--- src/rtl/maze_pkg.sv ---
// maze_pkg: shared constants for the maze game sequencer.
// State/menu/difficulty codes, map geometry and preview lengths.
package maze_pkg;

  localparam int MAP_W = 30;
  localparam int MAP_H = 21;
  localparam int ADDRW = $clog2(MAP_H);
  localparam int XW    = $clog2(MAP_W);

  localparam logic [7:0] START_X = 8'd0;
  localparam logic [7:0] START_Y = 8'd20;
  localparam logic [7:0] GOAL_X  = 8'd29;
  localparam logic [7:0] GOAL_Y  = 8'd0;

  localparam logic [31:0] SHOW_EASY_DFLT = 32'd300_000_000;
  localparam logic [31:0] SHOW_MED_DFLT  = 32'd150_000_000;
  localparam logic [31:0] SHOW_HARD_DFLT = 32'd50_000_000;

  localparam logic [2:0] ST_MENU  = 3'd0;
  localparam logic [2:0] ST_SHOW  = 3'd1;
  localparam logic [2:0] ST_PLAY  = 3'd2;
  localparam logic [2:0] ST_CHECK = 3'd3;
  localparam logic [2:0] ST_LOST  = 3'd4;
  localparam logic [2:0] ST_WON   = 3'd5;

  localparam logic [1:0] SEL_START = 2'd0;
  localparam logic [1:0] SEL_DIFF  = 2'd1;
  localparam logic [1:0] SEL_INSTR = 2'd2;

  localparam logic [1:0] DIFF_EASY = 2'd0;
  localparam logic [1:0] DIFF_MED  = 2'd1;
  localparam logic [1:0] DIFF_HARD = 2'd2;

  function automatic logic [1:0] inc3(input logic [1:0] v);
    return (v == 2'd2) ? 2'd0 : v + 2'd1;
  endfunction

  function automatic logic [1:0] dec3(input logic [1:0] v);
    return (v == 2'd0) ? 2'd2 : v - 2'd1;
  endfunction

endpackage

--- src/rtl/preview_timer.sv ---
// preview_timer: loadable 32-bit down-counter.
// done_o is high while the count sits at zero.
module preview_timer (
  input  logic        clk,
  input  logic        reset,
  input  logic        load_i,
  input  logic [31:0] load_val_i,
  input  logic        en_i,
  output logic        done_o
);

  logic [31:0] cnt_q;

  assign done_o = (cnt_q == 32'd0);

  // load has priority; otherwise count down and stop at zero
  always_ff @(posedge clk or posedge reset) begin
    if (reset) begin
      cnt_q <= 32'd0;
    end else if (load_i) begin
      cnt_q <= load_val_i;
    end else if (en_i && !done_o) begin
      cnt_q <= cnt_q - 32'd1;
    end
  end

endmodule

--- src/rtl/maze_game_fsm.sv ---
// maze_game_fsm: menu, map preview, movement and win/lose sequencer.
// Wall checks read the shared map ROM through a req/gnt port.
module maze_game_fsm
  import maze_pkg::*;
#(
  parameter logic [31:0] SHOW_EASY = SHOW_EASY_DFLT,
  parameter logic [31:0] SHOW_MED  = SHOW_MED_DFLT,
  parameter logic [31:0] SHOW_HARD = SHOW_HARD_DFLT
) (
  input  logic             clk,
  input  logic             reset,
  input  logic             btn_up,
  input  logic             btn_down,
  input  logic             btn_left,
  input  logic             btn_right,
  input  logic             btn_sel,
  output logic             map_req,
  output logic [ADDRW-1:0] map_addr,
  input  logic             map_gnt,
  input  logic             map_valid,
  input  logic [MAP_W-1:0] map_row,
  output logic [2:0]       state,
  output logic [1:0]       menu_sel,
  output logic [1:0]       difficulty,
  output logic             show_map,
  output logic [7:0]       player_x,
  output logic [7:0]       player_y,
  output logic             lost,
  output logic             won
);

  logic [2:0]  state_q, state_d;
  logic [1:0]  sel_q, sel_d;
  logic [1:0]  diff_q, diff_d;
  logic [7:0]  px_q, px_d;
  logic [7:0]  py_q, py_d;
  logic [7:0]  cx_q, cx_d;
  logic [7:0]  cy_q, cy_d;
  logic        req_q, req_d;
  logic        show_q, lost_q, won_q;

  logic        mv;
  logic        mv_ok;
  logic [7:0]  nx, ny;
  logic        tmr_load;
  logic        tmr_done;
  logic [31:0] show_len;

  // preview length for the selected difficulty
  always_comb begin
    unique case (diff_q)
      DIFF_MED:  show_len = SHOW_MED;
      DIFF_HARD: show_len = SHOW_HARD;
      default:   show_len = SHOW_EASY;
    endcase
  end

  assign tmr_load = (state_q == ST_MENU) && btn_sel &&
                    (sel_q == SEL_START);

  preview_timer u_timer (
    .clk        (clk),
    .reset      (reset),
    .load_i     (tmr_load),
    .load_val_i (show_len - 32'd1),
    .en_i       (state_q == ST_SHOW),
    .done_o     (tmr_done)
  );

  // pick one direction (up > down > left > right) and bound-check it
  always_comb begin
    mv    = 1'b0;
    mv_ok = 1'b0;
    nx    = px_q;
    ny    = py_q;
    if (btn_up) begin
      mv    = 1'b1;
      mv_ok = (py_q != 8'd0);
      ny    = py_q - 8'd1;
    end else if (btn_down) begin
      mv    = 1'b1;
      mv_ok = (py_q != 8'(MAP_H - 1));
      ny    = py_q + 8'd1;
    end else if (btn_left) begin
      mv    = 1'b1;
      mv_ok = (px_q != 8'd0);
      nx    = px_q - 8'd1;
    end else if (btn_right) begin
      mv    = 1'b1;
      mv_ok = (px_q != 8'(MAP_W - 1));
      nx    = px_q + 8'd1;
    end
  end

  // next-state logic for the game sequencer
  always_comb begin
    state_d = state_q;
    sel_d   = sel_q;
    diff_d  = diff_q;
    px_d    = px_q;
    py_d    = py_q;
    cx_d    = cx_q;
    cy_d    = cy_q;
    req_d   = req_q;
    unique case (state_q)
      ST_MENU: begin
        if (btn_sel) begin
          if (sel_q == SEL_START) begin
            state_d = ST_SHOW;
            px_d    = START_X;
            py_d    = START_Y;
          end
        end else if (btn_up) begin
          sel_d = dec3(sel_q);
        end else if (btn_down) begin
          sel_d = inc3(sel_q);
        end else if (btn_left) begin
          if (sel_q == SEL_DIFF) diff_d = dec3(diff_q);
        end else if (btn_right) begin
          if (sel_q == SEL_DIFF) diff_d = inc3(diff_q);
        end
      end
      ST_SHOW: begin
        if (btn_sel || tmr_done) state_d = ST_PLAY;
      end
      ST_PLAY: begin
        if (mv && mv_ok) begin
          cx_d    = nx;
          cy_d    = ny;
          req_d   = 1'b1;
          state_d = ST_CHECK;
        end
      end
      ST_CHECK: begin
        if (req_q) begin
          if (map_gnt) req_d = 1'b0;
        end else if (map_valid) begin
          if (map_row[cx_q[XW-1:0]]) begin
            state_d = ST_LOST;
          end else begin
            px_d = cx_q;
            py_d = cy_q;
            if (cx_q == GOAL_X && cy_q == GOAL_Y) state_d = ST_WON;
            else                                  state_d = ST_PLAY;
          end
        end
      end
      ST_LOST, ST_WON: begin
        if (btn_sel) begin
          state_d = ST_MENU;
          sel_d   = SEL_START;
          px_d    = START_X;
          py_d    = START_Y;
        end
      end
      default: state_d = ST_MENU;
    endcase
  end

  // state and registered outputs
  always_ff @(posedge clk or posedge reset) begin
    if (reset) begin
      state_q <= ST_MENU;
      sel_q   <= SEL_START;
      diff_q  <= DIFF_EASY;
      px_q    <= START_X;
      py_q    <= START_Y;
      cx_q    <= 8'd0;
      cy_q    <= 8'd0;
      req_q   <= 1'b0;
      show_q  <= 1'b0;
      lost_q  <= 1'b0;
      won_q   <= 1'b0;
    end else begin
      state_q <= state_d;
      sel_q   <= sel_d;
      diff_q  <= diff_d;
      px_q    <= px_d;
      py_q    <= py_d;
      cx_q    <= cx_d;
      cy_q    <= cy_d;
      req_q   <= req_d;
      show_q  <= (state_d == ST_SHOW);
      lost_q  <= (state_d == ST_LOST);
      won_q   <= (state_d == ST_WON);
    end
  end

  assign state      = state_q;
  assign menu_sel   = sel_q;
  assign difficulty = diff_q;
  assign player_x   = px_q;
  assign player_y   = py_q;
  assign map_req    = req_q;
  assign map_addr   = cy_q[ADDRW-1:0];
  assign show_map   = show_q;
  assign lost       = lost_q;
  assign won        = won_q;

endmodule

--- config.mk ---
export PLATFORM = sky130hd
export DESIGN_NAME = maze_game_fsm
export DESIGN_NICKNAME = d
export VERILOG_FILES = /design/src/rtl/maze_pkg.sv /design/src/rtl/preview_timer.sv /design/src/rtl/maze_game_fsm.sv
export SDC_FILE = /design/constraint.sdc
export NUM_CORES = 1
export LEC_CHECK = 0
export ABC_AREA = 0
export BUFFER_PORTS_ARGS = -buffer_cell sky130_fd_sc_hd__buf_2
export CAP_MARGIN = 20
export CORE_MARGIN = 1
export CORE_UTILIZATION = 30
export CTS_CLUSTER_SIZE = 28
export DETAILED_ROUTE_END_ITERATION = 8
export GPL_ROUTABILITY_DRIVEN = 1
export SLEW_MARGIN = 20
export SYNTH_ARGS = -nofsm -noshare
export SYNTH_HDL_FRONTEND = slang
export SYNTH_SLANG_ARGS = --single-unit
--- constraint.sdc ---
create_clock -name clk -period 2.7 [get_ports clk]
set_input_delay 0.675 -clock clk [delete_from_list [all_inputs] [get_ports clk]]
set_output_delay 0.675 -clock clk [all_outputs]
set_load 0.02 [all_outputs]
# After elaboration in Yosys (flattened, before gate mapping)
# Cells that the tools add are included.
# word_totals
out_inout_bits	32
reg_bits	75
word_cells	135
in_bits	39
# op_classes
addsub	10
mux	60
n_eq_ne	24
reduce_logical	25
bitwise_logic	3
order_cmp	1
# ops
op	count
two-way mux 8 bit	18
two-way mux 32 bit	2
subtractor 32 x 1 -> 32 bit, second input constant	2
case mux 29 bit (2 select lines)	1
case mux 8 bit (3 select lines)	2
logical NOT 32 bit	1
two-way mux 3 bit	9
two-way mux 2 bit	12
adder 8 x 1 -> 8 bit, second input constant	2
!= test 8 x 5 -> 1 bit, second input constant	2
nonzero test 8 bit	2
subtractor 8 x 1 -> 8 bit, second input constant	2
case mux 3 bit (5 select lines)	1
!= test 2 bit, second input constant	7
equality test 3 bit, second input constant	4
two-way mux 1 bit	12
equality test 8 x 5 -> 1 bit, second input constant	1
logical NOT 8 bit	1
nonzero test 2 bit	4
AND reduction 7 bit	1
equality test 3 x 1 -> 1 bit, second input constant	2
equality test 3 x 2 -> 1 bit, second input constant	2
less-than comparator 5 x 6 -> 1 bit, second input constant	1
AND reduction 6 bit	1
19 further kinds	31

# Logic depth before layout (Yosys ltp)
# Gate-level depths: netlist of the first run.
# depth
word_depth	9
ltp_mapped	12
depth_no_buf	9

# By module
# A second synthesis of the first run with hierarchy kept.
# unflattened
cells_unflattened	573
area_unflattened_um2	5183.7
# by_module_without_submodules
mod	area_each_um2	seq_area_each_um2	n_inst	cells_each
maze_game_fsm	2964.1	1078.5	1	338
preview_timer	2219.6	800.8	1	235

# Worst setup path before layout of the first run
# No wires, ideal clock.
# synth_path
path_type	register to register
start	register state_q[0], in the netlist state[0]
end	register u_timer.cnt_q[24]
arrival_time_ns	2.420
path_stages_with_launch	12
path_slack_ns	0.143
t_required_ns	2.563
setup_time_ns	0.137
period_less_slack_ns	2.557
path_buffers	3
cell_sequence	dfrtp_1 -> clkbuf_1 -> nor2_1 -> nand3_1 -> clkbuf_1 -> buf_1 -> nand2_1 -> ha_1 -> nand3_1 -> nor4_1 -> xnor2_1 -> a21oi_1
# synth_via
elab_chain_len	4
word_cells_on_any_way	7
classes_between	1 x eq/ne; 1 x mux; 5 x reduce/logical
# synth_lines
item	line	rtl
from (decl)	maze_game_fsm.sv:32	logic [2:0] state_q, state_d;
from (signal assigned)	maze_game_fsm.sv:175	state_q <= state_d;
logical NOT 3 bit	maze_game_fsm.sv:58	assign tmr_load = (state_q == ST_MENU) && btn_sel &&
logical AND 1 bit (2 in a row)	maze_game_fsm.sv:58	
two-way mux 32 bit / nonzero test 2 bit (equally long branches)	-	
to (signal assigned)	preview_timer.sv:21	cnt_q <= load_val_i;
to (signal assigned)	preview_timer.sv:23	cnt_q <= cnt_q - 32'd1;
to (decl)	preview_timer.sv:12	logic [31:0] cnt_q;
# Parallel ways exist; a longest one is shown, timed or not.
# A chain may end at the register's enable or synchronous reset.

# Worst setup path in the final report of the first run
# layout_path
start	register u_timer.cnt_q[7]
end	register u_timer.cnt_q[31]
# layout_via
elab_chain_len	4
word_cells_on_any_way	7
classes_between	1 x add/sub; 2 x mux; 4 x reduce/logical
# layout_lines
item
parallel branches: the longest is 4 deep, another holds subtractor 32 x 1 -> 32 bit
# Several ways; the timed one is not identified. The select of a mux whose other input is x is not followed.

==> run metrics, run 1 <==
Worst VDD drop 332 µV; Worst-Margin Slew 0.745 ns; Clock Path Buffers 2; number of synthesized flops with an enable pin 0; # diodes 0; PortBufs 70; FF-to-FF Start u_timer.cnt_q[7]; final setup TNS 0 ns; fmax 0.390 GHz; root buf cell clkbuf_16; dpl cells 755; Ys Warns 0; CTS tree done; top cell type by total area after synthesis dfrtp_1; Hold Fails Final Rpt 0; Post-synth top flop dfrtp_1; Fin Hold WS 0.430 ns; HP Class input port to asynchronous set/reset pin; post-synthesis sequential area ratio 0.406; core area 15,100 µm²; DR WL/cell 15.5 µm; row cnt 45; Total Wirelength 11.9 mm; Final Setup Violations 0; minimum clock period 2.56 ns; CP arrival 2.80 ns; via-per-instance ratio 5.16; synthesized area 4620 µm²; crit end category register; post-synth top area share 0.395; headroom to the max-slew limit 0.497; Final Slew Violations 0; #FFs+latches synth 75; initial antenna violation count 0; grt ovf 0; Worst-Skew Late Latency 0.35 ns; fin nets 630; first-pass GRT wire length 20.0 mm; pwr dens 1040 nW/µm²; worst setup skew after layout 0.0113 ns; Setup WS post-layout 0.138 ns; crit path max fanout 5; DP Worst Slack 0.0332 ns; reg2reg path depth 6; crit path launch type register; Syn Inst Count 501; CTS buffer count 9; drt drc 0; Clock Sinks 75; Die W 126 µm; antenna violation net count after detailed routing 0; synth top area cells dfrtp_1 (40%), mux2i_1 (4.5%), xnor2_1 (4.5%); most common library cells after synthesis dfrtp_1 (73), nand2_1 (50), nor2_1 (39); status finished clean; gpl congestion 0.805; vias in the first global route 3,983; die area 15,900 µm²; Starting Density 0.305; via count of the routed design 3,978; P_leak 2.43 nW; post-CTS setup buffer count 0; syn avg cell area 9.23 µm²; largest net degree at the start of global routing 42; most instantiated library cell after synthesis dfrtp_1; Core Util, Final 0.370; non-filler cells, final 771; num ports 71; post-synthesis async set-or-reset flop share 1.00; Crit Path Category register to register; setup slack, reg-to-reg 0.14 ns; DRT iter0 DRCs 255; clock-pin slew on the worst setup and hold paths 0.06 ns; drt first pass iters 5; Crit path required time 2.93 ns; Max Cap Viol 0; H-tree Lvls 3; Cell variety after synth 63; dpl hpwl 8.93 mm; RR Endpoint u_timer.cnt_q[31]; Die Ht 126 µm; RSZ-0062 raised after global routing no; Final period util 0.949; share of cells above drive strength 1 0.233; Layout area overhead 21.1%; Synthesized Nets 553; global-route usage over all layers 0.158
[layer usage]
metal | vias to the layer above | track usage | wire, µm
li1 | 1976 | - | -
met1 | 1925 | 0.201 | 5380
met4 | 0 | 0.0539 | 247
met5 | - | 0 | 0
met2 | 60 | 0.261 | 5910
met3 | 17 | 0.0399 | 404
[cell usage in the layout, fill, tap and decap left out, types with 3 or more instances in the layout]
| cell | synthesis | routed |
|---|---|---|
| nor4_1 | 19 | 19 |
| clkbuf_16 | 0 | 9 |
| nand2b_1 | 8 | 8 |
| mux2i_1 | 21 | 21 |
| inv_1 | 16 | 15 |
| or2_2 | 6 | 6 |
| xor2_1 | 8 | 8 |
| ha_1 | 13 | 13 |
| buf_2 | 2 | 70 |
| mux4_2 | 3 | 3 |
| bufinv_16 | 0 | 3 |
| xnor2_1 | 24 | 24 |
| o31ai_1 | 5 | 5 |
| nand4_1 | 7 | 7 |
| a31oi_1 | 5 | 5 |
| nor2_1 | 39 | 39 |
| and2_1 | 3 | 3 |
| a211oi_1 | 5 | 5 |
| dfrtp_1 | 73 | 71 |
| and3_1 | 4 | 4 |
| o21ai_0 | 29 | 29 |
| a21oi_1 | 21 | 21 |
| nor2b_1 | 6 | 6 |
| nand2_1 | 50 | 50 |
| or3_1 | 8 | 8 |
| buf_4 | 8 | 26 |
| and3b_1 | 4 | 4 |
| a22oi_1 | 4 | 4 |
| or4_1 | 4 | 4 |
| nor3_1 | 21 | 21 |
| a22o_1 | 14 | 14 |
| nand3_1 | 10 | 10 |
[metrics by stage]
stage / cell area (µm²) / power (mW)
global route: 5600 / 6.24
floorplan: 4620 / 3.72
CTS: 5600 / 5.87
global placement: 5250 / 4.38
finish: 5600 / 5.82
detailed placement: 5250 / 4.46
[sequential cells by signal, summed over array words and instances (netlist names)]
| name | flops |
|---|---|
| player_x | 8 |
| state | 3 |
| show_map | 1 |
| u_timer.cnt_q | 32 |
| lost | 1 |
| map_req | 1 |
| cx_q | 8 |
| cy_q | 8 |
| difficulty | 2 |
| menu_sel | 2 |
| player_y | 8 |
| won | 1 |
[worst max-delay path, cell delays in order, from the launching register on]
cell,delay [ns]
dfrtp_1,0.40
or4_4,0.55
nor4_4,0.38
nand3_2,0.16
or3_4,0.41
or3_4,0.35
o211a_1,0.21
[report_power, final]
part,switching (mW),leakage (nW),internal [mW]
clock,0.484,0.159,0.904
sequential,0.491,0.925,1.52
combinational,1.38,1.34,1.04
total,2.35,2.43,3.47
[cell type report]
| cell class | instances | area (µm²) |
|---|---|---|
| fillers | 1549 | 9550 |
| flip-flops and latches | 75 | 1880 |
| clock inverters | 6 | 114 |
| well taps | 188 | 235 |
| clock buffers | 10 | 229 |
| repair buffers | 97 | 566 |
| multi-input cells | 378 | 2510 |
| inverters | 17 | 63.8 |
[logic make-up after synthesis]
logic type | after synthesis | synth area share
and+or+nand+nor | 206 | 0.240
AOI/OAI and AO/OA | 103 | 0.147
DFF | 75 | 0.406
buffers and inverters | 48 | 0.0509
xor gates and xnor gates | 32 | 0.0606
muxes | 24 | 0.0601
adders and majority gates | 13 | 0.0352
[what timing repair did]
item / CTS / global route
gates resized for setup: 0 / 2
hold buffers: 0 / 0
setup endpoints to repair: 0 / 16
[worst max-delay path by stage]
stage | start | depth (start not counted) | end
2_1_floorplan | reset | 1 | cx_q[0]
3_3_place_gp | btn_up | 8 | lost
4_1_cts | cx_q[1] | 6 | player_x[3]
6_report | u_timer.cnt_q[7] | 6 | u_timer.cnt_q[31]
3_5_place_dp | map_row[22] | 7 | player_x[2]
5_1_grt | cx_q[1] | 6 | player_x[3]
No activity file was read; power rests on OpenSTA's default activity.
==> run 2: changes to the inputs <==
Settings changed: CELL_PAD_IN_SITES_DETAIL_PLACEMENT set to 1, CELL_PAD_IN_SITES_GLOBAL_PLACEMENT set to 2, PLACE_DENSITY_LB_ADDON set to 0.05.
==> run 2 against run 1 <==
  * Critical path depth unchanged
  * Sequential share of layout area decreased by 0.44 points
  * Wire length grew 17%
  * Critical endpoint unchanged
  * Highest routed layer unchanged
==> run metrics, run 2 (same netlist as run 1, synthesis figures left out) <==
status finished clean; # diodes 0; Die Ht 126 µm; Worst-Margin Slew 0.690 ns; max reg flops 32; initial antenna violation count 0; vias in the first global route 4,471; DRT iter0 DRCs 167; DR WL/cell 17.9 µm; Design Area, Final 5670 µm²; Max Cap Viol 0; crit end category register; drt first pass iters 4; Worst-Skew Late Latency 0.35 ns; core area 15,100 µm²; largest net degree at the start of global routing 76; crit path launch type register; HP Class input port to asynchronous set/reset pin; Clock Path Buffers 2; Worst VDD drop 360 µV; via count of the routed design 4,103; Crit Path Category register to register; dpl hpwl 10.4 mm; Final Setup Violations 0; Die W 126 µm; RSZ-0062 raised after global routing no; crit path max fanout 5; Starting Density 0.305; P_leak 2.48 nW; hold_buf cts 0; gpl congestion 0.781; clock-pin slew on the worst setup and hold paths 0.06 ns; CTS tree done; DP Worst Slack 0.119 ns; Final period util 0.931; post-CTS setup buffer count 0; setup slack, reg-to-reg 0.19 ns; Resize count post-CTS 0; num ports 71; first-pass GRT wire length 23.7 mm; antenna violation net count after detailed routing 0; CTS buffer count 9; Total Wirelength 14.0 mm; fin nets 643; Layout area overhead 22.6%; Crit path required time 2.94 ns; Tot Pwr 5.79 mW; headroom to the max-slew limit 0.534; pwr dens 1020 nW/µm²; final setup TNS 0 ns; root buf cell clkbuf_16; share of cells above drive strength 1 0.250; Final Slew Violations 0; worst setup skew after layout 0.00829 ns; Clock Sinks 75; Setup WS post-layout 0.187 ns; Core Util, Final 0.374; Largest Register u_timer.cnt_q; minimum clock period 2.51 ns; via-per-instance ratio 5.23; most common cell after layout, fill and taps aside dfrtp_1; CP arrival 2.75 ns; drt drc 0; global-route usage over all layers 0.193; row cnt 45; Hold Fails Final Rpt 0; H-tree Lvls 3; grt ovf 0; fmax 0.398 GHz; die area 15,900 µm²; leading cell types in the layout, fill and taps excluded dfrtp_1 (72), buf_2 (70), nand2_1 (50), nor2_1 (39), buf_4 (36); PortBufs 70; Cell Area, Placed 5390 µm²
-- run 2: changes by cell type in the layout (fill, tap and decap cells not counted) --
cell        previous run  this run
dfrtp_2                2         1
clkinv_2               0         3
dfrtp_1               71        72
inv_6                  0         1
clkinvlp_4             2         1
buf_12                 1         4
buf_4                 26        36
clkbuf_8               0         1
bufinv_16              3         0
clkbuf_1               1         0
-- run 2: area by class of cell --
class | instances | area (µm²)
clock buffers | 10 | 239
clock inverters | 6 | 40.0
fillers | 1775 | 9480
inverters | 17 | 63.8
multi-input cells | 378 | 2510
flip-flops and latches | 75 | 1880
well taps | 188 | 235
repair buffers | 110 | 701
-- run 2: where the power goes --
group          total, mW  switching, mW  internal [mW]  leakage, nW
clock network       1.16          0.517          0.648        0.139
logic               2.63           1.48           1.15         1.42
registers           2.00          0.476           1.52        0.926
total               5.79           2.48           3.32         2.48
-- run 2: through the flow --
| stage | std cells | hold slack, ns |
|---|---|---|
| 5_1_grt | 784 | 0.459 |
| 3_3_place_gp | 768 | 0.471 |
| 3_5_place_dp | 768 | 0.484 |
| 6_report | 784 | 0.393 |
| 2_1_floorplan | 501 | 0.446 |
| 4_1_cts | 784 | 0.426 |
-- run 2: path summary, 6_finish.rpt --
| check | from | to | depth (start not counted) |
|---|---|---|---|
| worst min register to register | u_timer.cnt_q[30] | u_timer.cnt_q[30] | 1 |
| min in group clk | u_timer.cnt_q[30] | u_timer.cnt_q[30] | 1 |
| max in group asynchronous | reset | player_y[2] | 3 |
| worst max-delay path | u_timer.cnt_q[7] | u_timer.cnt_q[31] | 6 |
| worst min-delay path | reset | u_timer.cnt_q[0] | 3 |
| worst max register to register | u_timer.cnt_q[7] | u_timer.cnt_q[31] | 6 |
-- run 2: critical path, cell delays in order (launching register included) --
cell     delay, ns
dfrtp_1       0.40
or4_4         0.55
nor4_4        0.37
nand3_2       0.12
or3_4         0.40
or3_4         0.35
o211a_1       0.21
-- run 2: layer usage --
layer / share of wire / global-route usage
met1: 0.45 / 0.235
met2: 0.51 / 0.337
met3: 0.018 / 0.0297
met4: 0.018 / 0.0794
met5: 0 / 0
==> run 3: changes to the inputs <==
Settings changed: REMOVE_ABC_BUFFERS set to 1.
==> run 3 against run 2 <==
  * Critical path depth did not move
  * Sequential power barely moved
  * Clock skew fell by 0.0029 ns
  * Via count fell by 0.15%
  * Non-clock buffer count fell by 5
  * Total power rose by 0.68%
  * Register-to-register slack got worse by 0.02 ns
  * Final area fell by 0.77%
  * Clock power rose by 5%
  * Sequential cell count did not move
==> run metrics, run 3 (same netlist as run 1, synthesis figures left out) <==
Starting Density 0.305; row cnt 45; Max Cap Viol 0; hold_buf cts 0; Clock power frac 0.209; Setup WS post-layout 0.170 ns; Clock Sinks 75; worst setup skew after layout 0.00540 ns; Worst VDD drop 452 µV; Final Slew Violations 0; combinational power share 0.445; Layout area overhead 21.6%; Crit Path Category register to register; DP Worst Slack 0.0454 ns; DRT iter0 DRCs 138; Largest Register u_timer.cnt_q; RSZ-0062 raised after global routing no; fmax 0.395 GHz; via count of the routed design 4,097; Pint 3.36 mW; Worst-Margin Slew 0.663 ns; crit end category register; gpl congestion 0.786; largest net degree at the start of global routing 38; fin nets 638; root buf cell clkbuf_16; # diodes 0; vias in the first global route 4,289; Die Ht 126 µm; die area 15,900 µm²; num ports 71; post-CTS setup buffer count 0; CP arrival 2.76 ns; Design Area, Final 5630 µm²; drt first pass iters 4; Resize count post-CTS 0; drt drc 0; Hold Fails Final Rpt 0; status finished clean; pwr dens 1040 nW/µm²; fillers 1,777; final setup TNS 0 ns; Worst-Skew Late Latency 0.34 ns; headroom to the max-slew limit 0.552; crit path launch type register; antenna violation net count after detailed routing 0; dpl hpwl 10.4 mm; most common cell after layout, fill and taps aside dfrtp_1; H-tree Lvls 3; area of the multi-input gates 2510 µm²; Cell Area, Placed 5340 µm²; crit path max fanout 5; Die W 126 µm; clock-pin slew on the worst setup and hold paths 0.06 ns; minimum clock period 2.53 ns; P_leak 2.46 nW; Clock Path Buffers 2; P_sw 2.47 mW; via-per-instance ratio 5.26; initial antenna violation count 0; max reg flops 32; core area 15,100 µm²; CTS tree done; first-pass GRT wire length 23.2 mm; Final Setup Violations 0; Total Wirelength 14.0 mm; Final period util 0.937; share of cells above drive strength 1 0.239; Fin Hold WS 0.230 ns; CTS buffer count 9; Crit path required time 2.93 ns; DR WL/cell 18.0 µm; PortBufs 70; grt ovf 0; HP Class input port to asynchronous set/reset pin; global-route usage over all layers 0.187; leading cell types in the layout, fill and taps excluded dfrtp_1 (73), buf_2 (70), nand2_1 (50), nor2_1 (39), buf_4 (32); Net Sw Frac 0.424; Seq pwr share 0.347; FF/Latch Area 1880 µm²; Core Util, Final 0.371
run 3: cell type report:
class                      count  share of cell area
timing repair buffer         105               0.116
multi-input combinational    378               0.446
clock inverter                 5             0.00956
inverter                      17              0.0113
sequential                    75               0.334
clock buffer                  11              0.0414
tap                          188              0.0418
run 3: worst max-delay path, cell delays in order (launching register included):
cell     delay (ns)
dfrtp_1        0.40
or4_4          0.57
nor4_4         0.35
nand3_2        0.14
or3_4          0.40
or3_4          0.35
o211a_1        0.22
run 3: stage by stage:
| step | std cells | power [mW] |
|---|---|---|
| 2_1_floorplan | 470 | 3.56 |
| 3_3_place_gp | 763 | 4.64 |
| 3_5_place_dp | 763 | 4.69 |
| 4_1_cts | 779 | 5.93 |
| 5_1_grt | 779 | 6.26 |
| 6_report | 779 | 5.83 |
run 3: path summary, 6_finish.rpt:
kind | slack (ns) | end | cells after the start | startpoint
hold reg to reg | 0.50 | u_timer.cnt_q[30] | 1 | u_timer.cnt_q[30]
setup / recovery | 0.17 | u_timer.cnt_q[31] | 6 | u_timer.cnt_q[8]
setup reg to reg | 0.17 | u_timer.cnt_q[31] | 6 | u_timer.cnt_q[8]
max in group asynchronous | 1.75 | player_y[2] | 3 | reset
min in group clk | 0.50 | u_timer.cnt_q[30] | 1 | u_timer.cnt_q[30]
hold / removal | 0.23 | lost | 2 | reset
run 3: power groups by stage:
stage	Clock (mW)	Combinational, mW	Sequential (mW)
after floorplan	0	1.38	2.19
after global placement	0	2.61	2.03
after detailed placement	0	2.64	2.05
after CTS	1.25	2.65	2.03
after global routing	1.28	2.88	2.09
final	1.22	2.59	2.02
run 3: per-layer routing:
metal | share of wire | wire (µm) | GRT usage | up-vias
met5 | 0 | 0 | 0 | -
met4 | 0.011 | 157 | 0.0468 | 0
met3 | 0.026 | 368 | 0.0408 | 11
met2 | 0.50 | 7010 | 0.320 | 55
met1 | 0.46 | 6450 | 0.239 | 2056
li1 | - | - | - | 1975
